<file path="src/rtl/regfile_rd_port_pkg.sv">
// ----------------------------------------------------------------------------
// regfile_rd_port_pkg
//  Shared types and constants for the register-file read port and its
//  load scoreboard.
//  Contents:
//   XLEN_DEFAULT  default register width
//   NREG_DEFAULT  default number of architectural registers
//   REG_X0        index of the hard-wired zero register
//   reg_idx_t     5-bit register index type
//   idx_live()    1 when an index names a writable register (not x0)
// ----------------------------------------------------------------------------
package regfile_rd_port_pkg;

   localparam int XLEN_DEFAULT = 32;
   localparam int NREG_DEFAULT = 32;
   localparam int IDX_W        = 5;

   typedef logic [IDX_W-1:0] reg_idx_t;

   localparam reg_idx_t REG_X0 = 5'd0;

   function automatic logic idx_live(input reg_idx_t idx);
      return (idx != REG_X0);
   endfunction

endpackage

</file>
<file path="src/rtl/regfile_scoreboard.sv">
// ----------------------------------------------------------------------------
// regfile_scoreboard
//  One pending bit per architectural register, marking registers whose value
//  is still being produced by an in-flight load. Generates the decode stall.
//  Ports:
//   clk, rst      clock, asynchronous active-high reset
//   hlt           1 = freeze pending bits
//   set_en/idx    issued load destination (marks pending)
//   clr_en/idx    writeback destination (clears pending)
//   fwd_en/idx    writeback being forwarded this cycle; masks its pending bit
//   rs1, rs2      source indices presented by decode
//   stall         combinational: a source register is pending
// ----------------------------------------------------------------------------
module regfile_scoreboard
   import regfile_rd_port_pkg::*;
(
   input  logic     clk,
   input  logic     rst,
   input  logic     hlt,
   input  logic     set_en,
   input  reg_idx_t set_idx,
   input  logic     clr_en,
   input  reg_idx_t clr_idx,
   input  logic     fwd_en,
   input  reg_idx_t fwd_idx,
   input  reg_idx_t rs1,
   input  reg_idx_t rs2,
   output logic     stall
);

   logic [31:0] pending_r;
   logic [31:0] pending_nxt_s;
   logic [31:0] set_mask_s;
   logic [31:0] clr_mask_s;
   logic [31:0] fwd_mask_s;
   logic [31:0] visible_s;

   // Next pending state: clear first, then set, so a new load on the same
   // register overrides the writeback of the older one. Bit 0 never sets.
   always_comb begin
      set_mask_s    = (set_en && idx_live(set_idx)) ? (32'd1 << set_idx) : 32'd0;
      clr_mask_s    = (clr_en && idx_live(clr_idx)) ? (32'd1 << clr_idx) : 32'd0;
      pending_nxt_s = ((pending_r & ~clr_mask_s) | set_mask_s) & ~32'd1;
   end

   // Pending-bit storage; frozen while halted.
   always_ff @(posedge clk or posedge rst) begin
      if (rst) begin
         pending_r <= 32'd0;
      end else if (!hlt) begin
         pending_r <= pending_nxt_s;
      end else begin
         pending_r <= pending_r;
      end
   end

   // Stall lookup; a register whose clearing write is forwarded this cycle
   // is not treated as pending.
   always_comb begin
      fwd_mask_s = (fwd_en && idx_live(fwd_idx)) ? (32'd1 << fwd_idx) : 32'd0;
      visible_s  = pending_r & ~fwd_mask_s;
      stall      = !rst && (visible_s[rs1] || visible_s[rs2]);
   end

endmodule

</file>
<file path="src/rtl/regfile_rd_port.sv">
// ----------------------------------------------------------------------------
// regfile_rd_port
//  Architectural register file x0..x31 with one writeback write port and two
//  registered decode read ports (1-cycle latency). A load scoreboard raises
//  ID_stall when a decode source is still awaiting a load result.
//  Ports:
//   CLK, RES            clock, asynchronous active-high reset
//   HLT                 1 = freeze all state and outputs
//   WB_we/WB_rd/WB_data writeback write
//   ID_rs1/ID_rs2       read indices
//   ID_issue/ID_rd/ID_is_load  issued instruction (loads mark scoreboard)
//   ID_rs1_data/ID_rs2_data    registered read data
//   ID_stall            combinational RAW hazard on a pending load
//  Build option:
//   REGFILE_BYPASS_EN   when defined, a same-cycle writeback to a register
//                       being read is written through to the read output and
//                       the stall for that register is suppressed.
// ----------------------------------------------------------------------------
module regfile_rd_port
   import regfile_rd_port_pkg::*;
#(
   parameter int XLEN = XLEN_DEFAULT,
   parameter int NREG = NREG_DEFAULT
)
(
   input  logic            CLK,
   input  logic            RES,
   input  logic            HLT,
   input  logic            WB_we,
   input  logic [4:0]      WB_rd,
   input  logic [XLEN-1:0] WB_data,
   input  logic [4:0]      ID_rs1,
   input  logic [4:0]      ID_rs2,
   input  logic            ID_issue,
   input  logic [4:0]      ID_rd,
   input  logic            ID_is_load,
   output logic [XLEN-1:0] ID_rs1_data,
   output logic [XLEN-1:0] ID_rs2_data,
   output logic            ID_stall
);

   logic [XLEN-1:0] regs_r [NREG];
   logic [XLEN-1:0] rd1_s;
   logic [XLEN-1:0] rd2_s;
   logic            wr_s;
   logic            byp1_s;
   logic            byp2_s;
   logic            fwd_s;

   // A write only happens when not halted; x0 is never written.
   assign wr_s = WB_we && idx_live(WB_rd) && !HLT;

`ifdef REGFILE_BYPASS_EN
   assign byp1_s = wr_s && (WB_rd == ID_rs1);
   assign byp2_s = wr_s && (WB_rd == ID_rs2);
   assign fwd_s  = wr_s;
`else
   assign byp1_s = 1'b0;
   assign byp2_s = 1'b0;
   assign fwd_s  = 1'b0;
`endif

   // Register storage; entry 0 is only ever reset, so it reads as zero.
   always_ff @(posedge CLK or posedge RES) begin
      if (RES) begin
         for (int i = 0; i < NREG; i++) begin
            regs_r[i] <= {XLEN{1'b0}};
         end
      end else if (wr_s) begin
         regs_r[WB_rd] <= WB_data;
      end else begin
         regs_r[WB_rd] <= regs_r[WB_rd];
      end
   end

   // Read-data selection: zero for x0, forwarded data on bypass, else array.
   always_comb begin
      rd1_s = {XLEN{1'b0}};
      rd2_s = {XLEN{1'b0}};
      if (!idx_live(ID_rs1)) begin
         rd1_s = {XLEN{1'b0}};
      end else if (byp1_s) begin
         rd1_s = WB_data;
      end else begin
         rd1_s = regs_r[ID_rs1];
      end
      if (!idx_live(ID_rs2)) begin
         rd2_s = {XLEN{1'b0}};
      end else if (byp2_s) begin
         rd2_s = WB_data;
      end else begin
         rd2_s = regs_r[ID_rs2];
      end
   end

   // Registered read outputs; held while halted.
   always_ff @(posedge CLK or posedge RES) begin
      if (RES) begin
         ID_rs1_data <= {XLEN{1'b0}};
         ID_rs2_data <= {XLEN{1'b0}};
      end else if (!HLT) begin
         ID_rs1_data <= rd1_s;
         ID_rs2_data <= rd2_s;
      end else begin
         ID_rs1_data <= ID_rs1_data;
         ID_rs2_data <= ID_rs2_data;
      end
   end

   regfile_scoreboard u_scoreboard (
      .clk     (CLK),
      .rst     (RES),
      .hlt     (HLT),
      .set_en  (ID_issue && ID_is_load),
      .set_idx (ID_rd),
      .clr_en  (WB_we),
      .clr_idx (WB_rd),
      .fwd_en  (fwd_s),
      .fwd_idx (WB_rd),
      .rs1     (ID_rs1),
      .rs2     (ID_rs2),
      .stall   (ID_stall)
   );

endmodule

</file>
<file path="config.mk">
export PLATFORM = sky130hd
export DESIGN_NAME = regfile_rd_port
export DESIGN_NICKNAME = d
export VERILOG_FILES = /design/src/rtl/regfile_rd_port_pkg.sv /design/src/rtl/regfile_scoreboard.sv /design/src/rtl/regfile_rd_port.sv
export SDC_FILE = /design/constraint.sdc
export NUM_CORES = 2
export LEC_CHECK = 0
export BUFFER_PORTS_ARGS = -buffer_cell sky130_fd_sc_hd__buf_2
export CAP_MARGIN = 5
export CORE_UTILIZATION = 60
export DETAILED_ROUTE_END_ITERATION = 6
export PLACE_DENSITY = 0.78
export SLEW_MARGIN = 0
export SYNTH_ARGS = -nofsm -noshare
export SYNTH_HDL_FRONTEND = slang
export SYNTH_SLANG_ARGS = --single-unit
</file>
<file path="constraint.sdc">
create_clock -name CLK -period 71.2 [get_ports CLK]
set_input_delay 14.24 -clock CLK [delete_from_list [all_inputs] [get_ports CLK]]
set_output_delay 14.24 -clock CLK [all_outputs]
set_load 0.05 [all_outputs]
</file>
# [Word-level counts from Yosys, hierarchy flattened]
# Index checks and enable logic that the tools add are counted.
[op_classes] reduce_logical=13 order_cmp=6 muxes=22 shifts=2 bitwise_logic=6
[op_table] op="$bwmux W1024" n=2
[op_table] op="$mux W1024" n=1
[op_table] op="$bmux W32 S5" n=3
[op_table] op="$mux W32" n=11
[op_table] op="$demux W32 S5" n=1
[op_table] op="$shl A1 B5 Y32 const A" n=2
[op_table] op="$and A32 B32 Y32" n=1
[op_table] op="$not A32 Y32" n=1
[op_table] op="$or A32 B32 Y32" n=1
[op_table] op="$reduce_bool A5 Y1" n=4
[op_table] op="$ge A6 B6 Y1 const B" n=3
[op_table] op="$not A5 Y6" n=3
[op_table] op="$lt A5 B6 Y1 const B" n=2
[op_table] op="$bmux W1 S5" n=2
[op_table] op="$logic_and A1 B1 Y1" n=6
[op_table] op="$lt A6 B1 Y1 const B" n=1
[op_table] op="$logic_not A1 Y1" n=2
[op_table] op="$mux W1" n=2
[op_table] op="$logic_or A1 B1 Y1" n=1
[word_totals] input_bits=58 register_bits=1119 out_inout_bits=65

# [Logic depth before layout (Yosys ltp)]
[logic_depth] ltp_word=7 ltp_mapped=12 depth_no_buf=5

# [Cells and area by module]
# A second synthesis with hierarchy kept.
[unflattened] cells_unflattened=5243 hier_area_um2=68090.3
[by_module_without_submodules] module="regfile_rd_port" instances=1 cells_per_inst=4968 area_per_inst_um2=65823.1
[by_module_without_submodules] module="regfile_scoreboard" instances=1 cells_per_inst=275 area_per_inst_um2=2267.2

# [Least setup slack after synthesis]
# Ideal clock, no wire load.
[synth_timing] path_type="input port to output port" startpoint="in RES" endpoint="out ID_stall" slack_ps=17460 stages=3 t_arrival_ps=39500 path_cell_list="inv_1 nand3_1 o311ai_0"
[synth_via] elab_chain_len=2
[synth_rtl] element="start: declaration" line="regfile_rd_port.sv:27" source="input logic RES,"
[synth_rtl] element="$logic_not A1 Y1 (no line)"
[synth_rtl] element="$logic_and A1 B1 Y1" line="regfile_scoreboard.sv:62" source="stall = !rst && (visible_s[rs1] || visible_s[rs2]);"
[synth_rtl] element="end: declaration" line="regfile_rd_port.sv:39" source="output logic ID_stall"
# No other way between the ends.

# [Final worst setup path]
[layout_timing] startpoint="in ID_rs2[0]" endpoint="out ID_stall"
[layout_via] elab_chain_len=4
[layout_rtl] element="start: declaration" line="regfile_rd_port.sv:33" source="input logic [4:0] ID_rs2,"
[layout_rtl] element="$bmux W1 S5" line="regfile_scoreboard.sv:62"
[layout_rtl] element="$mux W1 (implied by the code)" line="regfile_scoreboard.sv:62"
[layout_rtl] element="$logic_or A1 B1 Y1" line="regfile_scoreboard.sv:62"
[layout_rtl] element="$logic_and A1 B1 Y1" line="regfile_scoreboard.sv:62"
# No other way between the ends. The select of a mux whose other input is x is not followed.

==> impl_metrics.json <==
{
  "cp-start-kind": "input pin",
  "synthToLayoutAreaGrowth_pct": 7.88,
  "hold_viol": 0,
  "endpoint_kind": "output pin",
  "leakagePower_nw": 29.6,
  "syn-cell-area_sq_mm": 0.0651,
  "drcViolationCount": 0,
  "status": "finished, final reports clean",
  "crit_family": "buffers and inverters",
  "max_cap_viol_count": 0,
  "die-height_um": 331,
  "numPortBuffers": 122,
  "antenna_found_initial": 20,
  "fp.dieW_um": 331,
  "io_pins": 123,
  "setup_viol_count_final": 0,
  "postRouteAntennaNets": 0,
  "cts-hold-fix-buffers": 0,
  "power_density_mw_per_mm2": 30.8,
  "core-area_sq_mm": 0.107,
  "syn-num-nets": 5786,
  "fin_crit_sh_pct": 45.7,
  "syn_inst": 5728,
  "skew_ns": 0.0200,
  "utilization_pct": 65.4,
  "track_usage_pct": 42.0,
  "gp_congestion": 0.943,
  "cts_buffer_depth": 3,
  "yosysSeqAreaShare_pct": 43.0,
  "clock_latency_ns": 0.71,
  "grt_pass1_wl_um": 342000,
  "numCtsBuffers": 114,
  "critical_path_class": "input pin to output pin",
  "worst_path_most_repeated_cell": "buf_4",
  "tns_ns": 0,
  "syn_area_per_cell_sq_um": 11.4,
  "cts_tree": "yes",
  "fmax_ghz": 0.0307,
  "clk_pin_slew_worst_paths_ns": 0.06,
  "rsz0062_at_grt": "no",
  "ys_ff_latch": 1119,
  "drive_above_1_share_pct": 23.8,
  "grt_max_degree": 176,
  "synth_cell_types": 55,
  "firstDrtPassIters": 7,
  "num_rows": 120,
  "slowest_delay_ns": 1.11,
  "htreeDepth": 3,
  "final_cell_mix": "dfrtp_1 (1,119), o21ai_0 (1,044), nand2_1 (959)",
  "grt_pass1_vias": 53147,
  "use_met1_pct": 53.4,
  "crit_path_max_fanout": 62,
  "ys_async_sr_fraction_pct": 100,
  "use_met3_pct": 16.9,
  "cp.arrival_ns": 18.31,
  "yosysWarnings": 0,
  "synth_edf_count": 0,
  "ctsRootBufferMaster": "clkbuf_16",
  "tightest_slew_ns": 1.42,
  "cts.sinks": 1119,
  "vdd_drop_max_v": 0.0000217,
  "worstPathRequired_ns": 56.96,
  "final_common_cell": "dfrtp_1",
  "synth_top_cell_by_area": "dfrtp_1",
  "crit_slowest_cell": "o311ai_0",
  "fin_crit_ns": 32.55,
  "fin_nets": 5495,
  "crit_chain": "buf_8 -> buf_4 -> mux2_2 -> nand2_1 -> a311oi_1 -> a21oi_1 -> o311ai_0 -> buf_4 -> buf_2",
  "grt_use_met2_pct": 58.6,
  "drt_iter0_drc": 8798,
  "synth_top_cell_area_share_pct": 43.0,
  "busiest_layer": "met2",
  "hpwl_um": 131000,
  "globalRouteOverflowTotal": 0,
  "cts_resized": 0,
  "via_per_inst": 7.68,
  "postCtsSetupRepairBufs": 0,
  "initial_utilization_pct": 60.7,
  "synthTopCellsByArea": "dfrtp_1 (43%), mux4_2 (24%), o21ai_0 (8.0%)",
  "vias": 53354,
  "cp.buffers_inverters": 4,
  "wirelength_um": 230000,
  "dieArea_sq_mm": 0.110,
  "maxSlewViolCount": 0,
  "holdCritPathClass": "register to register",
  "max_slew_margin_pct": 5.47,
  "synth_ff_type": "dfrtp_1",
  "route.detailed.wl_per_inst_um": 33.1,
  "r2r_slack_ns": 68.36
}
## layout make-up
type	instances	area, sq um
repair buffers	245	1650
diodes	9	22.5
well taps	1403	1760
fillers	7542	37100
clock buffers	164	3350
multi-input cells	3951	34900
clock inverters	46	531
inverters	6	35.0
flip-flops and latches	1119	28000
## routing by layer
metal	share of wire [%]	up-vias	wire length [um]
li1	-	20963	-
met1	33	26406	76400
met2	42	4772	97000
met3	16	1195	37100
met4	8.3	18	19000
met5	0.046	-	105
## power by group
part | leakage, nW | internal [W] | switching (W) | total, W
combinational | 13.1 | 0.000280 | 0.000299 | 0.000579
clock | 1.89 | 0.000362 | 0.000266 | 0.000629
sequential | 14.6 | 0.000790 | 0.000164 | 0.000953
## final timing paths
check                                         from                 endpoint  cells after the start
setup / recovery                         ID_rs2[0]                 ID_stall                      9
hold / removal             regs_r[994]$_DFFE_PP0P_  regs_r[994]$_DFFE_PP0P_                      0
setup reg to reg           regs_r[842]$_DFFE_PP0P_  regs_r[714]$_DFFE_PP0P_                      6
hold reg to reg            regs_r[994]$_DFFE_PP0P_  regs_r[994]$_DFFE_PP0P_                      0
max in group asynchronous                      RES  regs_r[932]$_DFFE_PP0P_                      5
min in group asynchronous                      RES  regs_r[945]$_DFFE_PP0P_                      2
## cells in the mapped netlist (all sizes together) (23+ instances only)
library cell and n:
a21oi 69, a221o 31, a22oi 91, a31oi 23, buf 195, clkbuf 457, dfrtp 1119, mux2 97
mux2i 396, mux4 688, nand2 977, nand2b 25, nand3 44, nor2 94, nor3 41, o21ai 1049
o221ai 64, o22ai 87, o31ai 27
## flip-flops by register name (all words and copies together), names as in the netlist
signal / flops
ID_rs1_data: 32
ID_rs2_data: 32
regs_r: 1024
u_scoreboard.pending_r: 31
## worst register-to-register path: cells and delay by family, from the launching register on
family | cells | cell delay, ns
AOI/OAI and AO/OA | 4 | 1.41
buffers and inverters | 1 | 0.37
DFF | 1 | 0.42
muxes | 1 | 0.47
## kinds of logic after synthesis
family / synth area share, %
and+or+nand+nor: 8.01
DFF: 43.0
muxes: 31.6
AOI/OAI and AO/OA: 13.2
buffers and inverters: 4.23
## stage by stage
stage               instance area, sq um  setup WS (ns)  hold WS [ns]  total power [W]  instances
floorplan                          65100          17.46         0.458          0.00134       5728
global placement                   66300          38.84         0.394          0.00148       6722
detailed placement                 66300          38.92         0.402          0.00151       6722
CTS                                70200          38.94         0.418          0.00214       6932
global route                       70200          38.53         0.438          0.00224       6937
finish                             70200          38.65         0.416          0.00216       6943
No activity file was read; power rests on OpenSTA's default activity.
